<file path="src/rtl/demux1to4_buf.sv">
// demux1to4_buf: 2-entry in-order FIFO that routes each word to one of four valid/ready sinks.
// Outputs depend only on registered state, so there is no combinational path from out_ready to in_ready.
module demux1to4_buf #(
    parameter int WIDTH = 32
) (
    input  logic             clk,
    input  logic             rst_n,
    input  logic             in_valid,
    output logic             in_ready,
    input  logic [1:0]       in_sel,
    input  logic [WIDTH-1:0] in_data,
    output logic [3:0]       out_valid,
    input  logic [3:0]       out_ready,
    output logic [WIDTH-1:0] out_data
);
    typedef enum logic [1:0] {EMPTY, ONE, FULL} state_t;
    state_t           state_q, state_d;
    logic             wr_ptr_q, wr_ptr_d;
    logic             rd_ptr_q, rd_ptr_d;
    logic [1:0]       sel_q [2];
    logic [1:0]       sel_d [2];
    logic [WIDTH-1:0] data_q [2];
    logic [WIDTH-1:0] data_d [2];
    logic             push, pop;
    always_comb begin
        in_ready = rst_n && state_q != FULL;
        out_valid = state_q != EMPTY ? 4'(1) << sel_q[rd_ptr_q] : 4'b0000;
        out_data = state_q != EMPTY ? data_q[rd_ptr_q] : '0;
        push = in_valid && in_ready;
        // Only the head's own sink can release it; a stalled head blocks everything behind it.
        pop = state_q != EMPTY && out_ready[sel_q[rd_ptr_q]];
        sel_d = sel_q;
        data_d = data_q;
        sel_d[wr_ptr_q] = push ? in_sel : sel_q[wr_ptr_q];
        data_d[wr_ptr_q] = push ? in_data : data_q[wr_ptr_q];
        wr_ptr_d = wr_ptr_q ^ push;
        rd_ptr_d = rd_ptr_q ^ pop;
        state_d = (push && !pop) ? (state_q == EMPTY ? ONE : FULL) :
                  (pop && !push) ? (state_q == FULL ? ONE : EMPTY) : state_q;
    end
    always_ff @(posedge clk or negedge rst_n) begin
        if (!rst_n) begin
            state_q <= EMPTY;
            wr_ptr_q <= 1'b0;
            rd_ptr_q <= 1'b0;
        end else begin
            state_q <= state_d;
            wr_ptr_q <= wr_ptr_d;
            rd_ptr_q <= rd_ptr_d;
        end
    end
    always_ff @(posedge clk) begin
        sel_q <= sel_d;
        data_q <= data_d;
    end
endmodule

</file>
<file path="config.mk">
export PLATFORM = sky130hd
export DESIGN_NAME = demux1to4_buf
export DESIGN_NICKNAME = d
export VERILOG_FILES = /design/src/rtl/demux1to4_buf.sv
export SDC_FILE = /design/constraint.sdc
export NUM_CORES = 1
export LEC_CHECK = 0
export ABC_AREA = 1
export CAP_MARGIN = 20
export CORE_ASPECT_RATIO = 0.5
export CORE_UTILIZATION = 40
export CTS_CLUSTER_DIAMETER = 40
export DETAILED_ROUTE_END_ITERATION = 8
export PLACE_DENSITY = 0.68
export SYNTH_ARGS = -nofsm -noshare
export SYNTH_HDL_FRONTEND = slang
export SYNTH_SLANG_ARGS = --single-unit
</file>
<file path="constraint.sdc">
create_clock -name clk -period 2.5 [get_ports clk]
set_input_delay 0.375 -clock clk [delete_from_list [all_inputs] [get_ports clk]]
set_output_delay 0.375 -clock clk [all_outputs]
set_load 0.1 [all_outputs]
</file>
# Yosys cells after proc, flatten, opt, wreduce, memory -nomap -nowiden
# Index checks and enable logic that the tools add are counted.
[op_classes] mux=28 n_reduce_logical=11 n_lt_le_gt_ge=4 eq_ne=2 n_bitwise=4 n_shift=1
[op_table] op="$mux W32" count=9
[op_table] op="$bwmux W64" count=1
[op_table] op="$demux W32 S1" count=1
[op_table] op="$mux W2" count=11
[op_table] op="$logic_and A1 B1 Y1" count=6
[op_table] op="$bwmux W4" count=1
[op_table] op="$ge A2 B2 Y1 const B" count=2
[op_table] op="$mux W4" count=1
[op_table] op="$not A1 Y2" count=2
[op_table] op="$reduce_bool A2 Y1" count=2
[op_table] op="$shl A1 B2 Y4 const A" count=1
[op_table] op="$lt A2 B3 Y1 const B" count=1
[op_table] op="$bmux W1 S2" count=1
[op_table] op="$demux W2 S1" count=1
[op_table] op="$eq A2 B2 Y1 const B" count=1
[op_table] op="$logic_not A1 Y1" count=2
[op_table] op="$logic_not A2 Y1" count=1
[op_table] op="$lt A2 B1 Y1 const B" count=1
[op_table] op="$mux W1" count=2
[op_table] op="$ne A2 B2 Y1 const B" count=1
[op_table] op="$xor A1 B1 Y1" count=2
[totals] regBits=72 out_inout_bits=37

# Longest topological paths before layout
[logic_depth] ltp_word=10 depth_mapped=11 depth_no_buf=11

# Worst setup path after synthesis
# Ideal clock, no wire load.
[synth_timing] kind="reg-to-output" from="register rd_ptr_q" to="output port out_valid[2]" t_arrival_ps=2818 n_path_buf=1 t_required_ps=2125 stages_incl_launch_ff=5 slack_ps=-693 path_cell_list="dfrtp_1 -> buf_4 -> o21ai_2 -> inv_1 -> nor3_1"
[synth_between] elab_chain_len=6
[synth_lines] item="from (decl)" line="19" source="logic rd_ptr_q, rd_ptr_d;"
[synth_lines] item="from (signal assigned)" line="49" source="rd_ptr_q <= rd_ptr_d;"
[synth_lines] item="$not A1 Y2 (implied by the code)" line="27" source="out_valid = state_q != EMPTY ? 4'(1) << sel_q[rd_ptr_q] : 4'b0000;"
[synth_lines] item="$mux W2 (implied by the code) (3 in series)" line="27"
[synth_lines] item="$shl A1 B2 Y4" line="27"
[synth_lines] item="$mux W4" line="27"
[synth_lines] item="to (decl)" line="12" source="output logic [3:0] out_valid,"
# No other way between the ends. The select of a mux whose other input is x is not followed.

# Final worst setup path
# Same ends and word-level chain as after synthesis.

==> impl_metrics.env <==
export IMPL_max_slew_margin_rel_pct=47.92
export IMPL_synth_top_family_by_area="simple AND/OR/NAND/NOR gates"
export IMPL_worstMarginPinSlew_ps=781.2
export IMPL_end_kind="output port"
export IMPL_slowest_stage="dfrtp_1"
export IMPL_fin_crit_ps=2301
export IMPL_final_common_cell="nand2_1"
export IMPL_gp_congestion=0.7169
export IMPL_numClockSinks=72
export IMPL_nNetsFinal=490
export IMPL_core_area_um2=8230
export IMPL_finalWirelength_um=8263
export IMPL_via_per_inst=5.156
export IMPL_hold_viol=0
export IMPL_synth_top_area_share_pct=58.56
export IMPL_drive_gt1_share_pct=21.41
export IMPL_drtIter0Drc=267
export IMPL_r2r_slack_ps=600
export IMPL_ios=78
export IMPL_min_path_type="primary input to asynchronous set/reset pin"
export IMPL_fmax_mhz=434.6
export IMPL_htree_levels=3
export IMPL_cp_start_kind="register"
export IMPL_wl_per_cell_um=14.62
export IMPL_postSynthAreaPerCell_um2=9.274
export IMPL_syn_to_final_growth_pct=49.05
export IMPL_drt_first_pass_iters=4
export IMPL_synth_nets=418
export IMPL_rsz0062_at_grt="false"
export IMPL_io_buffers=77
export IMPL_die_h_um=68.02
export IMPL_fin_worst_skew_ps=2.594
export IMPL_status="finished, final reports clean"
export IMPL_crit_chain="buf_6, nand2_1, nand2_1, inv_1, nor3_1, buf_12"
export IMPL_critical_path_top_delay_family="buffers and inverters"
export IMPL_path_common_cell="nand2_1"
export IMPL_hold_buffers=0
export IMPL_grt_overflow=0
export IMPL_path_max_fanout=37
export IMPL_yosys_area_share_simple_pct=21.82
export IMPL_ys_ff_latch=72
export IMPL_synthAdderAreaFrac_pct=0.3588
export IMPL_max_stage_delay_ps=390
export IMPL_place_hpwl_um=5250
export IMPL_crit_buf_inv=3
export IMPL_cts_made_buffers=9
export IMPL_slew_viol_final=0
export IMPL_synth_compound_area_share_pct=11.30
export IMPL_grt_pass1_wl_um=13460
export IMPL_cts_root_buf="clkbuf_16"
export IMPL_n_antenna_cell=0
export IMPL_yosysTopAreaCell="edfxtp_1"
export IMPL_synthCells=376
export IMPL_setup_viol=0
export IMPL_worstPathArrival_ps=1930
export IMPL_synth_distinct_cells=21
export IMPL_clk_path_buf_depth=2
export IMPL_max_cap_violations=0
export IMPL_criticalPathCategory="register to output port"
export IMPL_synth_xor_area_share_pct=0.2512
export IMPL_rows=23
export IMPL_antenna_found_initial=0
export IMPL_syn_area_um2=3487
export IMPL_yosysSeqAreaShare_pct=61.43
export IMPL_clk_latency_ps=340
export IMPL_cts_resized=0
export IMPL_cts_tree="built"
export IMPL_nFillCells=664
export IMPL_timing_hold_ws_ps=251.5
export IMPL_detail_route_antenna_nets=0
export IMPL_post_cts_buffers=0
export IMPL_design_die_area_um2=9118
export IMPL_initial_utilization_pct=42.37
export IMPL_dieWidth_um=134.0
export IMPL_mostFrequentLayoutCells="nand2_1 (149), edfxtp_1 (68), clkdlybuf4s50_1 (40), buf_12 (40), nor2_1 (35)"
export IMPL_path_clk_slew_ps=50
export IMPL_synth_mux_area_share_pct=0
export IMPL_fin_crit_sh_pct=92.04
export IMPL_grt_pass1_vias=2779
export IMPL_grt_max_degree=69
export IMPL_yosysWarnings=0
export IMPL_ys_top_cells_by_area="edfxtp_1 (59%), nand2_1 (16%), a31oi_1 (6.1%), a21oi_1 (4.6%), nor2_1 (3.8%)"
export IMPL_worstPathRequired_ps=2120
export IMPL_vias=2913
export IMPL_route_detailed_drc=0
export IMPL_grtUsageTotal_pct=19.72
[stage by stage]
step | util [%] | std cells | TNS [ps] | worst slack, ps | cell area (um2)
floorplan | - | 376 | -2674 | -692.9 | 3596
global placement | 59.01 | 549 | 0 | 480.5 | 4857
detailed placement | 59.01 | 549 | 0 | 457.7 | 4857
CTS | 63.10 | 565 | 0 | 92.74 | 5194
global route | 63.15 | 565 | 0 | 57.41 | 5197
finish | 63.15 | 565 | 0 | 199.1 | 5197
[cells by family (layout without fill, tap and decap cells)]
logic type	Yosys count	count (layout)
xor gates and xnor gates	1	1
adders and majority gates	1	1
DFF	72	72
and+or+nand+nor	197	197
AOI/OAI and AO/OA	69	69
buffers and inverters	36	113
[registers in the layout (all words and copies together), names as in the netlist]
signal    cells
data_q       64
rd_ptr_q      1
sel_q         4
state_q       2
wr_ptr_q      1
[Yosys cell counts (all sizes together)]
cell      n
a21oi    32
a31oi    34
buf      17
clkbuf    7
clkinv    1
dfrtp     4
edfxtp   68
ha        1
inv      11
nand2   150
nand3     5
nor2     38
nor3      4
o21a      1
o21ai     2
xor2      1
[final cells by class]
type / count / area [um2] / share of cell area (%)
Inverter: 12 / 45.04 / 0.8666
Multi-Input combinational cell: 268 / 1290 / 24.82
Sequential cell: 72 / 2143 / 41.24
Clock inverter: 6 / 107.6 / 2.070
Tap cell: 112 / 140.1 / 2.696
Clock buffer: 10 / 229.0 / 4.405
Timing Repair Buffer: 85 / 1242 / 23.90
[layer usage]
metal / vias to the layer above / track usage [%] / share of wire (%)
met1: 1382 / 24.14 / 45
li1: 1434 / - / -
met2: 84 / 33.55 / 48
met5: - / 0 / 0
met4: 0 / 7.303 / 1.5
met3: 13 / 6.148 / 5.3
[worst paths after layout]
kind                       cells past startpoint           end  startpoint
max                                            6  out_valid[2]    rd_ptr_q
min                                            1      rd_ptr_q       rst_n
max reg2reg                                   11    state_q[0]    rd_ptr_q
min reg2reg                                    1    state_q[1]  state_q[1]
max in group asynchronous                      1      wr_ptr_q       rst_n
min in group clk                               1    state_q[1]  state_q[1]
Power is not shown: default switching activity piles up to over one toggle a cycle in this logic, so the estimate is an artifact.
